===== src/rtl/card_deal_arbiter.sv =====
// -----------------------------------------------------------------------------
// card_deal_arbiter
//
// Shares one card deck between the player and dealer hand controllers. Level
// draw requests from both hands are arbitrated round-robin. Each grant issues
// a single draw pulse to the deck, waits a bounded time for the deck's valid
// handshake, and routes the returned card to exactly one hand with an ack.
// Per-hand card counts are kept so a full hand can no longer draw.
//
// Ports:
//   i_clk          clock
//   i_reset        asynchronous, active-high reset
//   i_playerReq    player draw request (level, held until o_playerAck)
//   i_dealerReq    dealer draw request (level, held until o_dealerAck)
//   i_newRound     one-cycle pulse: clears both counts and the timeout error
//   i_deckReady    deck idle / not shuffling; grants only happen while high
//   o_deckDraw     one-cycle draw pulse to the deck
//   i_deckValid    one-cycle pulse qualifying i_deckCard
//   i_deckCard     card value from the deck
//   o_card         last delivered card, meaningful with an ack
//   o_playerAck    one-cycle pulse: o_card belongs to the player
//   o_dealerAck    one-cycle pulse: o_card belongs to the dealer
//   o_playerCount  cards delivered to the player this round
//   o_dealerCount  cards delivered to the dealer this round
//   o_playerFull   player count has reached MAX_CARDS
//   o_dealerFull   dealer count has reached MAX_CARDS
//   o_busy         arbiter is not idle
//   o_timeoutErr   sticky deck-timeout flag, cleared by i_newRound
// -----------------------------------------------------------------------------
module card_deal_arbiter #(
  parameter int CARD_W       = 6,
  parameter int MAX_CARDS    = 5,
  parameter int DECK_TIMEOUT = 16
) (
  input  logic              i_clk,
  input  logic              i_reset,
  input  logic              i_playerReq,
  input  logic              i_dealerReq,
  input  logic              i_newRound,
  input  logic              i_deckReady,
  output logic              o_deckDraw,
  input  logic              i_deckValid,
  input  logic [CARD_W-1:0] i_deckCard,
  output logic [CARD_W-1:0] o_card,
  output logic              o_playerAck,
  output logic              o_dealerAck,
  output logic [2:0]        o_playerCount,
  output logic [2:0]        o_dealerCount,
  output logic              o_playerFull,
  output logic              o_dealerFull,
  output logic              o_busy,
  output logic              o_timeoutErr
);

  // The timer only has to hold 0 .. DECK_TIMEOUT-1.
  localparam int TIMER_W = (DECK_TIMEOUT > 1) ? $clog2(DECK_TIMEOUT) : 1;
  localparam logic [TIMER_W-1:0] TIMER_LAST = TIMER_W'(DECK_TIMEOUT - 1);
  localparam logic [2:0]         COUNT_MAX  = 3'(MAX_CARDS);

  localparam logic HAND_DEALER = 1'b0;
  localparam logic HAND_PLAYER = 1'b1;

  typedef enum logic [2:0] {
    ST_IDLE    = 3'd0,
    ST_ISSUE   = 3'd1,
    ST_WAIT    = 3'd2,
    ST_DELIVER = 3'd3,
    ST_GAP     = 3'd4,
    ST_ERROR   = 3'd5
  } state_t;

  state_t              state_r, state_s;
  logic                winner_r, winner_s;   // hand owning the transaction
  logic                last_r, last_s;       // hand served most recently
  logic [TIMER_W-1:0]  timer_r, timer_s;
  logic [CARD_W-1:0]   card_r, card_s;
  logic [2:0]          player_count_r, player_count_s;
  logic [2:0]          dealer_count_r, dealer_count_s;

  logic                deck_draw_r;
  logic                player_ack_r;
  logic                dealer_ack_r;
  logic                player_full_r;
  logic                dealer_full_r;
  logic                busy_r;
  logic                timeout_err_r;

  logic                player_full_s;
  logic                dealer_full_s;
  logic                player_elig_s;
  logic                dealer_elig_s;
  logic                any_elig_s;
  logic                grant_s;

  // Saturating card counter step; a full hand never wraps back to zero.
  function automatic logic [2:0] sat_inc(input logic [2:0] count);
    logic [2:0] result;
    if (count == COUNT_MAX) begin
      result = count;
    end else begin
      result = count + 3'd1;
    end
    return result;
  endfunction

  // Eligibility: a request counts only while its hand still has room.
  always_comb begin
    player_full_s = (player_count_r == COUNT_MAX);
    dealer_full_s = (dealer_count_r == COUNT_MAX);
    player_elig_s = i_playerReq & ~player_full_s;
    dealer_elig_s = i_dealerReq & ~dealer_full_s;
    any_elig_s    = player_elig_s | dealer_elig_s;
  end

  // Round-robin pick: on a tie the hand not served last wins.
  always_comb begin
    grant_s = HAND_DEALER;
    if (player_elig_s && dealer_elig_s) begin
      grant_s = (last_r == HAND_PLAYER) ? HAND_DEALER : HAND_PLAYER;
    end else if (player_elig_s) begin
      grant_s = HAND_PLAYER;
    end else begin
      grant_s = HAND_DEALER;
    end
  end

  // Next-state logic for the deal sequencer and its datapath registers.
  always_comb begin
    state_s  = state_r;
    winner_s = winner_r;
    last_s   = last_r;
    timer_s  = timer_r;
    card_s   = card_r;
    case (state_r)
      ST_IDLE: begin
        if (any_elig_s && i_deckReady) begin
          winner_s = grant_s;
          state_s  = ST_ISSUE;
        end else begin
          state_s  = ST_IDLE;
        end
      end
      ST_ISSUE: begin
        timer_s = '0;
        state_s = ST_WAIT;
      end
      ST_WAIT: begin
        // A card on the final timer value still counts as on time.
        if (i_deckValid) begin
          card_s  = i_deckCard;
          state_s = ST_DELIVER;
        end else if (timer_r == TIMER_LAST) begin
          state_s = ST_ERROR;
        end else begin
          timer_s = timer_r + TIMER_W'(1);
          state_s = ST_WAIT;
        end
      end
      ST_DELIVER: begin
        last_s  = winner_r;
        state_s = ST_GAP;
      end
      ST_GAP: begin
        // Lets the served hand drop its request before the next decision.
        state_s = ST_IDLE;
      end
      ST_ERROR: begin
        if (i_newRound) begin
          state_s = ST_IDLE;
        end else begin
          state_s = ST_ERROR;
        end
      end
      default: begin
        state_s = ST_IDLE;
      end
    endcase
  end

  // Card counts: a new round clears them and beats a same-cycle increment.
  always_comb begin
    player_count_s = player_count_r;
    dealer_count_s = dealer_count_r;
    if (i_newRound) begin
      player_count_s = 3'd0;
      dealer_count_s = 3'd0;
    end else if (state_r == ST_DELIVER) begin
      if (winner_r == HAND_PLAYER) begin
        player_count_s = sat_inc(player_count_r);
      end else begin
        dealer_count_s = sat_inc(dealer_count_r);
      end
    end else begin
      player_count_s = player_count_r;
      dealer_count_s = dealer_count_r;
    end
  end

  // State and datapath registers. Dealer is dealt first, so the pointer
  // starts out as if the player had just been served.
  always_ff @(posedge i_clk or posedge i_reset) begin
    if (i_reset) begin
      state_r        <= ST_IDLE;
      winner_r       <= HAND_DEALER;
      last_r         <= HAND_PLAYER;
      timer_r        <= '0;
      card_r         <= '0;
      player_count_r <= 3'd0;
      dealer_count_r <= 3'd0;
    end else begin
      state_r        <= state_s;
      winner_r       <= winner_s;
      last_r         <= last_s;
      timer_r        <= timer_s;
      card_r         <= card_s;
      player_count_r <= player_count_s;
      dealer_count_r <= dealer_count_s;
    end
  end

  // Output registers, decoded from the next state so they line up exactly
  // with the state they describe.
  always_ff @(posedge i_clk or posedge i_reset) begin
    if (i_reset) begin
      deck_draw_r   <= 1'b0;
      player_ack_r  <= 1'b0;
      dealer_ack_r  <= 1'b0;
      player_full_r <= 1'b0;
      dealer_full_r <= 1'b0;
      busy_r        <= 1'b0;
      timeout_err_r <= 1'b0;
    end else begin
      deck_draw_r   <= (state_s == ST_ISSUE);
      player_ack_r  <= (state_s == ST_DELIVER) && (winner_s == HAND_PLAYER);
      dealer_ack_r  <= (state_s == ST_DELIVER) && (winner_s == HAND_DEALER);
      player_full_r <= (player_count_s == COUNT_MAX);
      dealer_full_r <= (dealer_count_s == COUNT_MAX);
      busy_r        <= (state_s != ST_IDLE);
      timeout_err_r <= (state_s == ST_ERROR);
    end
  end

  assign o_deckDraw    = deck_draw_r;
  assign o_card        = card_r;
  assign o_playerAck   = player_ack_r;
  assign o_dealerAck   = dealer_ack_r;
  assign o_playerCount = player_count_r;
  assign o_dealerCount = dealer_count_r;
  assign o_playerFull  = player_full_r;
  assign o_dealerFull  = dealer_full_r;
  assign o_busy        = busy_r;
  assign o_timeoutErr  = timeout_err_r;

endmodule


===== config.mk =====
export PLATFORM = sky130hd
export DESIGN_NAME = card_deal_arbiter
export DESIGN_NICKNAME = d
export VERILOG_FILES = /design/src/rtl/card_deal_arbiter.sv
export SDC_FILE = /design/constraint.sdc
export NUM_CORES = 1
export LEC_CHECK = 0
export CORE_MARGIN = 4
export CORE_UTILIZATION = 49
export DETAILED_ROUTE_END_ITERATION = 8
export PLACE_DENSITY = 0.79
export SETUP_SLACK_MARGIN = 0.5
export SLEW_MARGIN = 20
export SYNTH_ARGS = -nofsm -noshare
export SYNTH_HDL_FRONTEND = slang
export SYNTH_SLANG_ARGS = --single-unit

===== constraint.sdc =====
create_clock -name i_clk -period 2.1 [get_ports i_clk]
set_clock_uncertainty 0.1 [all_clocks]
set_input_delay 0.315 -clock i_clk [delete_from_list [all_inputs] [get_ports i_clk]]
set_output_delay 0.315 -clock i_clk [all_outputs]
set_load 0.005 [all_outputs]

==> metrics list <==
* Syn_nets: 140
- During synthesis, Yosys emitted a total of 0 warnings.
- Walking the worst path, the cells encountered are and4bb_2 -> nand4b_1 -> a2111oi_4.
- Based on the critical path, the design can be clocked at up to 593.8 MHz.
- Worst-case setup margin in the final layout: 0.4159 ns
* Worst max-slew margin expressed relative to the limit: 0.7691
- For this run, design rule violations remaining after detail routing come to 0.
- The floorplan step set the die height to 61.19 um.
- The via count of the first global-routing pass was 1105.
- The run finished with clean final reports.
* P per Cell Area: 931.1 mW/mm^2
- Number of enable flip-flop cells after synthesis: 0
- Count of unique library cells instantiated by Yosys: 40
- Worst vdd ir: 0.7547 mV
- Critical register-to-register path endpoint: o_dealerFull
- On the worst path, the slowest cell contributes a delay of 0.48 ns.
- Commonest cells after routing, fill and taps aside: dfrtp_1 (22), clkdlybuf4s50_1 (12), dlygate4sd2_1 (12), buf_4 (12), a21oi_1 (8)
- Entering global routing, the biggest net connects 29 pins.
* Slew Limit Fails: 0
- The floorplan step defined a die boundary enclosing 0.003744 sq mm.
- Routability-driven placement finished with a final weighted congestion of 0.7965.
* Clock tree root driver cell: clkbuf_4
- Final hold vios: 0
- Total Power: 0.001779 W
- In this run the remaining antenna-violating nets after routing total 0.
* Kind of critical path: flop to flop
- Across every metal layer, demand over resource in global routing totals 0.1639.
* Layout cell share with drive strength beyond 1: 0.2744
- Final Routed Wirelength: 3217 um
- Top FF cell, synth: dfrtp_1
* Data required time at the worst endpoint: 2.22 ns
- Detailed placement ended at an HPWL of 2099 um.
- The clock reaches the later pin of the worst-skew pair after 0.32 ns.
- Sequential element share of the synthesized area: 0.5063
- Number of maximum-capacitance constraint violations: 0
- In this run the tool buffered the top-level ports with 31 buffer cells.
- The worst setup path is captured at a flop.
- Number of sinks driven by the clock tree: 28
- Average size of a mapped cell: 11.36 sq um
* Setup repair after global routing missed its margin: yes
- After the flow finishes, the layout carries non-filler instances totaling 195.
- Prior to clock tree synthesis, the placed netlist has a worst setup slack of -0.009098 ns.
- Cell count after synthesis: 122
- The first global-routing pass estimated 4616 um of wire.
* Number of antenna violations at the first check in global routing: 0
* First-pass iteration count of the detailed router: 4
- The initial utilization of the core area, before any placement, comes to 0.5071.
- The number of clock buffers added by TritonCTS is 3.
* H-tree depth: 1
- Total setup violations reported at the end of the flow: 0
- Data on the critical path arrives at its endpoint at 1.80 ns.
* Final critical path time including I/O delays and setup: 1.684 ns
* Die width: 61.19 um
- WL per Instance: 16.50 um
- In this run the critical register-to-register path is launched from winner_r.
* Fin crit share: 0.8020
* Synthesis-stage register bit count: 28
* Synth-to-Final Area Change: 37.82%
- TritonCTS built the clock tree.
- In this run the static leakage power is 0.9434 nW.
* Clk slew on worst S/H paths: 0.14 ns
- Fraction of registers with async set/reset: 1.000
- Filler instances: 197
- The library cell used most frequently in the layout, excluding fill and tap cells, is dfrtp_1.
* CP max FO: 6
- Hold bufs inserted after CTS: 0
- Count of standard-cell rows: 19
- Vias per Instance: 5.995
- The final route contains 1169 vias.
- In this run, the number of DRC markers left after iteration 0 of detailed routing was 73.
* Netlist area before placement: 0.001386 sq mm
* Number of nets in the final layout: 183
- The clock passes through at most 2 buffers.
- For the worst flop-to-flop path, the logic depth is 3.
- Transition time of the tightest slew-check pin: 0.3464 ns
* Minimum setup slack among reg-to-reg paths: 0.42 ns
- Hold/Removal Path Class: input port to async pin
- After detailed placement, the design holds a cell count of 180.
- Core area: 0.002734 sq mm
* Critical Path Slowest Stage Cell: dfrtp_1
- 32 I/O pins were placed.
- 0 antenna diodes ended up in the layout.
- Leftover overflow at the end of global routing: 0
* Sort of element at the start of the critical path: flop
## sequential cells by signal, summed over array words and instances (netlist names)
name	cells
o_playerAck	1
o_dealerFull	1
o_timeoutErr	1
o_card	6
winner_r	1
o_busy	1
last_r	1
o_deckDraw	1
state_r	3
o_playerCount	3
o_dealerAck	1
o_dealerCount	3
timer_r	4
o_playerFull	1
## synthesized netlist by cell type, drive strengths merged (3+ instances only)
library cell  count  area, sq um
and4b             3        30.03
o211ai            3        22.52
o21ai             7        38.79
ha                5        62.56
o31ai             4        30.03
buf               4        20.02
inv               7        26.28
nand3b            3        22.52
nand4b            3        26.28
dfrtp            27        675.7
nor3              4        25.02
nand2             7        26.28
mux2              6        67.56
a21oi             8        40.04
nand3             3        15.01
## what timing repair did
| action | CTS | global route |
|---|---|---|
| endpoints found under the setup margin | 23 | 24 |
| buffers inserted | 11 | 0 |
| gates resized for setup | 24 | 18 |
| pin swaps | 2 | 4 |
## through the flow
step | util | cell area [sq um] | hold WS (ns) | TNS, ns
after CTS | 0.6737 | 1842 | 0.2779 | 0
after floorplan | - | 1386 | 0.2797 | 0
after detailed placement | 0.6302 | 1723 | 0.3586 | -0.009098
after global routing | 0.6989 | 1911 | 0.2787 | 0
final | 0.6989 | 1911 | 0.2531 | 0
after global placement | 0.6302 | 1723 | 0.3516 | 0
## critical path: cells and delay by family (launching register included)
kind	cells	cell delay, ns
flip-flops	1	0.48
AO/OA/AOI/OAI	1	0.41
AND/OR/NAND/NOR	2	0.60
## per-layer routing
metal	GRT usage	wire, um	up-vias	part of all wire
met5	0	0	-	0
met1	0.1973	1325	587	0.41
li1	-	-	536	-
met4	0.04644	61	0	0.019
met2	0.2810	1626	38	0.51
met3	0.05241	203	8	0.063
## report_power, final
part           internal, W  leakage (nW)  total, W  switching [W]
clock            0.0000743        0.0150  0.000221       0.000147
combinational     0.000401         0.573  0.000715       0.000314
sequential        0.000706         0.356  0.000843       0.000137
total              0.00118         0.943   0.00178       0.000598
## cell families (layout without fill, tap and decap cells)
logic type	after synthesis	in the layout	synth area share
AOI/OAI and AO/OA	32	32	0.1643
adders and majority gates	5	5	0.04513
buffers and inverters	13	55	0.03881
DFF	28	28	0.5063
muxes	7	7	0.05595
and+or+nand+nor	37	37	0.1895
## worst max-delay path by stage
stage                     startpoint           end  slack, ns  cells after the start
floorplan           o_playerCount[0]   o_dealerAck       0.53                      4
global placement         i_deckValid    timer_r[3]       0.05                      4
detailed placement       i_deckValid    timer_r[2]     -0.009                      4
CTS                       state_r[2]    timer_r[3]       0.47                      3
global route                winner_r  o_dealerFull       0.36                      3
finish                      winner_r  o_dealerFull       0.42                      3
## layout make-up
cell class	count	area, sq um	area share
sequential	28	708.2	0.3707
clock buffer	4	26.28	0.01375
inverter	7	26.28	0.01375
timing repair buffer	44	414.1	0.2168
tap	31	38.79	0.02030
multi-input combinational	81	696.9	0.3648
Power figures use the tool's default switching activity.
